### src/rtl/card_dealer_pkg.sv
// Shared types and constants for the card dealer and the later hand-score block.
package card_dealer_pkg;

    localparam int DECK_SIZE = 52;
    localparam int RANKS     = 13;
    localparam int SUITS     = 4;

    localparam logic [11:0] LFSR_SEED = 12'hACE;
    // Right-shift Galois mask for x^12 + x^11 + x^10 + x^4 + 1
    localparam logic [11:0] LFSR_TAPS = 12'hE08;

    typedef enum logic [0:0] {
        ST_IDLE  = 1'b0,
        ST_PROBE = 1'b1
    } state_e;

    function automatic logic [4:0] points_of(input logic [3:0] rank);
        logic [4:0] pts;
        if (rank > 4'd10) begin
            pts = 5'd10;
        end else begin
            pts = {1'b0, rank};
        end
        return pts;
    endfunction

endpackage

### src/rtl/card_dealer_index_reduce.sv
// Combinational seed -> deck index (0..51): zero-pad, XOR an optional mask, fold 6-bit chunks.
module card_index_reduce
    import card_dealer_pkg::*;
#(
    parameter int SEED_WIDTH = 12,
    parameter int PAD_WIDTH  = ((SEED_WIDTH + 5) / 6) * 6
) (
    input  logic [SEED_WIDTH-1:0] seed_i,
    input  logic [PAD_WIDTH-1:0]  mask_i,
    output logic [5:0]            idx_o
);

    localparam int CHUNKS = PAD_WIDTH / 6;

    logic [PAD_WIDTH-1:0] padded_s;
    logic [5:0]           fold_s;

    // Fold the padded seed into 6 bits and bring it into deck range with one subtract
    always_comb begin
        padded_s = PAD_WIDTH'(seed_i) ^ mask_i;
        fold_s   = 6'd0;
        for (int c = 0; c < CHUNKS; c++) begin
            fold_s = fold_s ^ padded_s[c*6 +: 6];
        end
        if (fold_s < 6'(DECK_SIZE)) begin
            idx_o = fold_s;
        end else begin
            idx_o = fold_s - 6'(DECK_SIZE);
        end
    end

endmodule

### src/rtl/card_dealer.sv
// Draws cards from a 52-card deck without repeats by linear probing a presence bitmap.
// Optional build macro CARD_DEALER_LFSR_EN mixes a free-running LFSR into the seed.
module card_dealer
    import card_dealer_pkg::*;
#(
    parameter int SEED_WIDTH = 12
) (
    input  logic                  clk_50M,
    input  logic                  i_Reset,
    input  logic [SEED_WIDTH-1:0] i_Seed,
    input  logic                  i_Draw,
    input  logic                  i_NewDeck,
    output logic                  o_Valid,
    output logic [3:0]            o_Rank,
    output logic [1:0]            o_Suit,
    output logic [4:0]            o_Points,
    output logic                  o_IsAce,
    output logic                  o_Busy,
    output logic                  o_Empty,
    output logic [5:0]            o_Remaining
);

    localparam int PAD_WIDTH = ((SEED_WIDTH + 5) / 6) * 6;

    state_e                 state_q, state_d;
    logic [DECK_SIZE-1:0]   deck_q, deck_d;
    logic [5:0]             idx_q, idx_d;
    logic [5:0]             remaining_q, remaining_d;
    logic                   empty_q, empty_d;
    logic                   busy_q, busy_d;
    logic                   valid_q, valid_d;
    logic [3:0]             rank_q, rank_d;
    logic [1:0]             suit_q, suit_d;
    logic [4:0]             points_q, points_d;
    logic                   ace_q, ace_d;

    logic [PAD_WIDTH-1:0]   mask_s;
    logic [5:0]             red_idx_s;
    logic [5:0]             base_s;
    logic [3:0]             card_rank_s;
    logic [1:0]             card_suit_s;

`ifdef CARD_DEALER_LFSR_EN
    logic [11:0] lfsr_q, lfsr_d;

    // Galois LFSR next state
    always_comb begin
        if (lfsr_q[0]) begin
            lfsr_d = (lfsr_q >> 1) ^ LFSR_TAPS;
        end else begin
            lfsr_d = lfsr_q >> 1;
        end
    end

    // LFSR advances every clock, independent of the FSM
    always_ff @(posedge clk_50M) begin
        if (i_Reset) begin
            lfsr_q <= LFSR_SEED;
        end else begin
            lfsr_q <= lfsr_d;
        end
    end

    assign mask_s = PAD_WIDTH'(lfsr_q);
`else
    assign mask_s = '0;
`endif

    card_index_reduce #(
        .SEED_WIDTH (SEED_WIDTH),
        .PAD_WIDTH  (PAD_WIDTH)
    ) u_reduce (
        .seed_i (i_Seed),
        .mask_i (mask_s),
        .idx_o  (red_idx_s)
    );

    // Compare chain instead of a divider: idx -> suit and rank
    always_comb begin
        if (idx_q < 6'(RANKS)) begin
            card_suit_s = 2'd0;
            base_s      = 6'd0;
        end else if (idx_q < 6'(2 * RANKS)) begin
            card_suit_s = 2'd1;
            base_s      = 6'(RANKS);
        end else if (idx_q < 6'(3 * RANKS)) begin
            card_suit_s = 2'd2;
            base_s      = 6'(2 * RANKS);
        end else begin
            card_suit_s = 2'd3;
            base_s      = 6'(3 * RANKS);
        end
        card_rank_s = 4'(idx_q - base_s + 6'd1);
    end

    // FSM next state; a deck refill overrides any draw activity
    always_comb begin
        state_d     = state_q;
        deck_d      = deck_q;
        idx_d       = idx_q;
        remaining_d = remaining_q;
        empty_d     = empty_q;
        busy_d      = busy_q;
        valid_d     = 1'b0;
        rank_d      = rank_q;
        suit_d      = suit_q;
        points_d    = points_q;
        ace_d       = ace_q;

        if (i_NewDeck) begin
            state_d     = ST_IDLE;
            deck_d      = {DECK_SIZE{1'b1}};
            remaining_d = 6'(DECK_SIZE);
            empty_d     = 1'b0;
            busy_d      = 1'b0;
        end else begin
            case (state_q)
                ST_IDLE: begin
                    if (i_Draw && !empty_q) begin
                        idx_d   = red_idx_s;
                        busy_d  = 1'b1;
                        state_d = ST_PROBE;
                    end else begin
                        state_d = ST_IDLE;
                    end
                end
                ST_PROBE: begin
                    if (deck_q[idx_q]) begin
                        deck_d[idx_q] = 1'b0;
                        remaining_d   = remaining_q - 6'd1;
                        empty_d       = (remaining_q == 6'd1);
                        rank_d        = card_rank_s;
                        suit_d        = card_suit_s;
                        points_d      = points_of(card_rank_s);
                        ace_d         = (card_rank_s == 4'd1);
                        valid_d       = 1'b1;
                        busy_d        = 1'b0;
                        state_d       = ST_IDLE;
                    end else if (idx_q == 6'(DECK_SIZE - 1)) begin
                        idx_d = 6'd0;
                    end else begin
                        idx_d = idx_q + 6'd1;
                    end
                end
                default: begin
                    state_d = ST_IDLE;
                    busy_d  = 1'b0;
                end
            endcase
        end
    end

    // State and output registers
    always_ff @(posedge clk_50M) begin
        if (i_Reset) begin
            state_q     <= ST_IDLE;
            deck_q      <= {DECK_SIZE{1'b1}};
            idx_q       <= 6'd0;
            remaining_q <= 6'(DECK_SIZE);
            empty_q     <= 1'b0;
            busy_q      <= 1'b0;
            valid_q     <= 1'b0;
            rank_q      <= 4'd0;
            suit_q      <= 2'd0;
            points_q    <= 5'd0;
            ace_q       <= 1'b0;
        end else begin
            state_q     <= state_d;
            deck_q      <= deck_d;
            idx_q       <= idx_d;
            remaining_q <= remaining_d;
            empty_q     <= empty_d;
            busy_q      <= busy_d;
            valid_q     <= valid_d;
            rank_q      <= rank_d;
            suit_q      <= suit_d;
            points_q    <= points_d;
            ace_q       <= ace_d;
        end
    end

    assign o_Valid     = valid_q;
    assign o_Rank      = rank_q;
    assign o_Suit      = suit_q;
    assign o_Points    = points_q;
    assign o_IsAce     = ace_q;
    assign o_Busy      = busy_q;
    assign o_Empty     = empty_q;
    assign o_Remaining = remaining_q;

endmodule

### config.mk
export PLATFORM = sky130hd
export DESIGN_NAME = card_dealer
export DESIGN_NICKNAME = d
export VERILOG_FILES = /design/src/rtl/card_dealer_pkg.sv /design/src/rtl/card_dealer_index_reduce.sv /design/src/rtl/card_dealer.sv
export SDC_FILE = /design/constraint.sdc
export NUM_CORES = 1
export LEC_CHECK = 0
export ABC_AREA = 1
export ABC_CLOCK_PERIOD_IN_PS = 6600
export CELL_PAD_IN_SITES_DETAIL_PLACEMENT = 0
export CELL_PAD_IN_SITES_GLOBAL_PLACEMENT = 1
export CORE_ASPECT_RATIO = 0.8
export CORE_MARGIN = 1
export CORE_UTILIZATION = 30
export CTS_CLUSTER_DIAMETER = 50
export DETAILED_ROUTE_END_ITERATION = 8
export PLACE_DENSITY = 0.6
export SYNTH_ARGS = -nofsm -noshare
export SYNTH_HDL_FRONTEND = slang
export SYNTH_HIERARCHICAL = 1
export SYNTH_SLANG_ARGS = --single-unit
### constraint.sdc
create_clock -name clk_50M -period 6.6 [get_ports clk_50M]
set_input_delay 1.32 -clock clk_50M [delete_from_list [all_inputs] [get_ports clk_50M]]
set_output_delay 1.32 -clock clk_50M [all_outputs]
set_load 0.03 [all_outputs]
### After elaboration in Yosys (flattened, before gate mapping)

Cells that the tools add are included.
Widths: inputs -> output; s select.

| word-level totals | value |
|---|---|
| register bits | 80 |
| input bits | 16 |
| output and inout bits | 21 |
| logic and storage cells | 66 |

| cells by class | value |
|---|---|
| add/sub/neg operators | 5 |
| order comparisons | 7 |
| equality and inequality tests | 6 |
| multiplexer cells | 23 |
| bitwise logic cells | 5 |
| reductions and logical operators | 9 |

Operator list:

| kind | count |
|---|---|
| $and 52x52->52 | 1 |
| $not 52->52 | 1 |
| $mux 6 | 4 |
| $mux 4 | 4 |
| $lt 6x6->1 const B | 2 |
| $pmux 6 s2 | 1 |
| $mux 1 | 8 |
| $lt 6x7->1 const B | 1 |
| $add 6x1->6 const B | 1 |
| $bmux 1 s6 | 1 |
| $demux 1 s6 | 1 |
| $eq 6x1->1 const B | 1 |
| $eq 6x6->1 const B | 1 |
| $ge 6x1->1 const B | 1 |
| $lt 6x4->1 const B | 1 |
| $lt 6x5->1 const B | 1 |
| $reduce_and 3->1 | 2 |
| $sub 6x1->6 const B | 1 |
| $sub 6x6->6 const B | 1 |
| $xor 6x6->6 | 1 |
| $add 4x1->4 const B | 1 |
| $eq 4x1->1 const B | 1 |
| $gt 4x4->1 const B | 1 |
| $mux 2 | 2 |
| other kinds (10) | 15 |

### Depth between registers and ports, before layout

| logic depth | value |
|---|---|
| depth after elaboration | 8 |
| gate-level depth with buffers | 17 |

### Modules after synthesis

The synthesis kept the hierarchy.

By module, submodules not included:

| module | instances | cells each | area an instance (µm²) |
|---|---|---|---|
| card_dealer | 1 | 607 | 3,978.8 |
| card_index_reduce | 1 | 83 | 419.2 |

### Least setup slack after synthesis

Ideal clock, no wire load.

| path | value |
|---|---|
| path kind | register to register |
| start point | register idx_q[0] |
| end point | register points_q[2], in the netlist o_Points[2] |
| library setup time | 0.117 ns |
| data arrival time | 2.679 ns |
| setup slack | 3.803 ns |
| stages on the path, launching flop included | 15 |
| buffers on the path | 1 |
| cell sequence | dfxtp_1 inv_2 buf_2 ha_1 o21ai_0 nand2_1 ha_1 inv_1 fa_1 xnor2_1 xor2_1 xor2_1 nand3_1 nand2_1 a21oi_1 |

| between the ends | value |
|---|---|
| word-level cells in the longest chain between the ends | 8 |
| elaborated cells between the ends (all ways) | 13 |

Ends and longest elaborated chain:

| element | line | RTL |
|---|---|---|
| from (decl) | card_dealer.sv:27 | `logic [5:0] idx_q, idx_d;` |
| from (signal assigned) | card_dealer.sv:170 | `idx_q <= idx_d;` |
| $lt 6x6->1 | card_dealer.sv:86 | `end else if (idx_q < 6'(3 * RANKS)) begin` |
| $mux 4 | card_dealer.sv:86 |  |
| $mux 4 | card_dealer.sv:83 | `end else if (idx_q < 6'(2 * RANKS)) begin` |
| $mux 4 | card_dealer.sv:80 | `if (idx_q < 6'(RANKS)) begin` |
| $sub 4x4->4 | card_dealer.sv:93 | `card_rank_s = 4'(idx_q - base_s + 6'd1);` |
| $add 4x1->4 | card_dealer.sv:93 |  |
| $gt 4x4->1 | card_dealer_pkg.sv:19 | `if (rank > 4'd10) begin` |
| $mux 4 | card_dealer_pkg.sv:19 |  |
| to (signal assigned) | card_dealer.sv:177 | `points_q <= points_d;` |
| to (decl) | card_dealer.sv:34 | `logic [4:0] points_q, points_d;` |

Parallel ways exist; a longest one is shown, timed or not. The select of a mux whose other input is x is not followed.
A chain may end at the register's enable or synchronous reset.

### Worst setup path after layout

| path | value |
|---|---|
| start point | register idx_q[1] |
| end point | register points_q[2], in the netlist o_Points[2] |

The elaborated chain is that of the path after synthesis.

==> impl_results.md <==
- Status: finished, final reports clean
- CP arrival: 4.09 ns
- R2r setup slk: 2.75 ns
- Min cycle time layout: 3.85 ns
- Final core occ: 36.9%
- Starting Density: 30.8%
- Placed Area: between 4000 and 5000 sq um
- Global-route wire length before repair: 19,700 microns
- Most instantiated library cell after synthesis: nand2_1
- Worst R2R End: o_Points[2]
- Num Clock Sinks: 79
- LEAKAGE: around 0.0023 uW
- Number of synthesized flops with an enable pin: 0
- Clk buf depth: 2
- Setup TNS: 0 ns
- Syn avg cell area: 6.37 sq um
- Worst slew margin: 21.5%
- Setup violators final: 0
- CP Capture Type: register
- Largest net degree at the start of global routing: 40
- CTS tree: done
- Main synth FF type: dfxtp_1
- Setup slack at placement: 2.74 ns
- Register bit total from synthesis: 79
- Hold path endpoint: deck_q[34]
- DRC: 0
- Buffers on Ports: 35
- Post-CTS Setup Bufs: 0
- H-tree Lvls: 3
- Setup crit start kind: register
- Layout cells sized above 1: approximately 5.5%
- RSZ-0062 raised after global routing: false
- Worst reg-to-reg path cell count: 13
- Cts repair resizes: 0
- Max Fclk: 260 MHz
- Post-Route WL: 12,100 microns
- Syn Inst Count: 690
- Pwr dens: 259 nW/um^2
- Synth cell count leaders: nand2_1 (314), dfxtp_1 (79), inv_1 (65)
- GR Overflow Total: 0
- Top post-synthesis cells by area: dfxtp_1 (36%), nand2_1 (27%), inv_1 (5.5%)
- Hold Path Depth: 2
- Worst-Margin Slew: roughly 1.2 ns
- Core area: 14,300 sq um
- Wire per inst: 13.1 microns
- Max_cap viols: 0
- Antenna violations before repair: 0
- Pins Over Slew Limit: 0
- GRT Overall Usage: 17.2%
- Clock root cell: clkbuf_16
- Area growth syn-to-layout: 20.1%
- Hold Crit Class: reg -> reg
- Final Wtd Congestion: 0.767
- Dpl hpwl: 8300 microns
- Die X: 137 microns
- First-pass DRT Iterations: 5
- Clock Skew: approximately 0.0086 ns
- Period utilization: about three fifths
- Worst-Skew Late Latency: between 0.3 and 0.4 ns
- Vias in the first global route: 3,868
- Iter 0 DRT Violations: 218
- Die Ht: 110 microns
- Req. time, crit path: about 6.8 ns
- Clock Pin Slew Worst Setup and Hold Paths: 0.06 ns
- Antenna Nets Post-Route: 0
- Post-synth ARST share: 0%
- Hold Path Origin: deck_q[34]
- Fin nets: 760
- Synth warn: 6
- Cell accounting for the most synthesized area: dfxtp_1
- Post-synth cell types: 35
- Antenna Cells: 0
- Cell Rows: 39
- Post-synthesis sequential area ratio: 36.0%
- Hold Buf Count CTS: 0
- Fill cell count: 1,578
- Type of the worst setup path: reg -> reg
- Critical path fanouts, max: 21
- Reg2reg start: idx_q[1]
- Ports: 37
- Area of the die: 15,200 sq um
- Via count: 4,109
- CTS buffer count: 9
- Design area: 5280 sq um
- Cell Area, Synth: around 4400 sq um
- Hold slack: 0.455 ns
- Worst VDD drop: 0.000127 V
- Vias per std cell: 4.45
- Hold Fails Final Rpt: 0
- Setup ws final: 2.75 ns
- Top cell type's share of synthesized area: 36.0%
worst max-delay path by stage:
stage / cells past startpoint / slack [ns] / to / startpoint
6_report: 13 / 2.75 / o_Points[2] / idx_q[1]
5_1_grt: 12 / 2.38 / o_Rank[3] / idx_q[1]
3_3_place_gp: 13 / 2.92 / o_Points[2] / idx_q[1]
3_5_place_dp: 13 / 2.74 / o_Points[2] / idx_q[1]
2_1_floorplan: 14 / 3.80 / o_Points[2] / idx_q[0]
4_1_cts: 13 / 2.71 / o_Points[2] / idx_q[1]
flip-flops by register name (all words and copies together) (netlist names):
name	flops
deck_q	52
idx_q	6
o_Remaining	6
o_Points	4
o_Rank	4
o_Suit	2
o_Busy	1
o_Empty	1
o_IsAce	1
o_Valid	1
state_q	1
worst max-delay path, cell delays in order (launching register included):
cell and delay, ns:
dfxtp_1 0.78, inv_1 0.45, ha_1 0.31, o21ai_0 0.24
nand2_1 0.17, ha_1 0.30, inv_1 0.05, fa_1 0.43
xnor2_1 0.19, xor2_1 0.20, xor2_1 0.29, nand3_1 0.17
nand2_1 0.10, a21oi_1 0.05
stage by stage:
stage | std cells | power, uW
after CTS | 923 | 1380
after global routing | 923 | 1440
after global placement | 907 | 792
after detailed placement | 907 | 793
after floorplan | 714 | 717
final | 923 | 1360
report_power, final:
part	switching [uW]	leakage (uW)	internal [uW]	total (uW)
Combinational	185	0.00148	93.3	278
Sequential	18.2	0.000641	486	504
Clock	205	0.000168	378	583
cells by family (layout without fill, tap and decap cells):
kind of cell | after synthesis | after routing | share of synthesized area, %
AOI/OAI and AO/OA | 81 | 81 | 10.6
xor gates and xnor gates | 24 | 24 | 4.78
adders and majority gates | 10 | 10 | 3.02
buffers and inverters | 105 | 130 | 10.1
DFF | 79 | 79 | 36.0
muxes | 1 | 1 | 0.228
other | 1 | 25 | 0.0853
and+or+nand+nor | 389 | 389 | 35.2
cells in the final DEF, fill, tap and decap left out, types with 2 or more instances in the layout:
master,count
a21oi_1,18
buf_4,3
bufinv_16,3
clkbuf_16,9
clkdlybuf4s50_1,35
clkinv_1,3
clkinv_2,2
conb_1,25
dfxtp_1,79
ha_1,9
inv_1,65
inv_2,8
nand2_1,314
nand2_2,8
nand3_1,17
nand4_1,2
nor2_1,33
nor2_2,3
nor3_1,8
o21ai_0,10
o21ai_1,10
o22ai_1,37
xnor2_1,14
xor2_1,10
layout make-up:
| type | instances | area (sq um) | share of cell area (%) |
|---|---|---|---|
| Multi-Input combinational cell | 530 | 2460 | 46.7 |
| Tap cell | 184 | 230 | 4.36 |
| Clock inverter | 6 | 108 | 2.04 |
| Timing Repair Buffer | 38 | 373 | 7.06 |
| Clock buffer | 10 | 239 | 4.53 |
| Sequential cell | 79 | 1580 | 30.0 |
| Inverter | 76 | 285 | 5.40 |
routing by layer:
| layer | track usage (%) | share of wire [%] | wire length, microns |
|---|---|---|---|
| met1 | 23.7 | 53 | 6390 |
| met2 | 26.1 | 43 | 5160 |
| met3 | 4.12 | 3.3 | 399 |
| met4 | 5.89 | 1.1 | 138 |
| met5 | 0 | 0 | 0 |
Power figures use the tool's default switching activity.
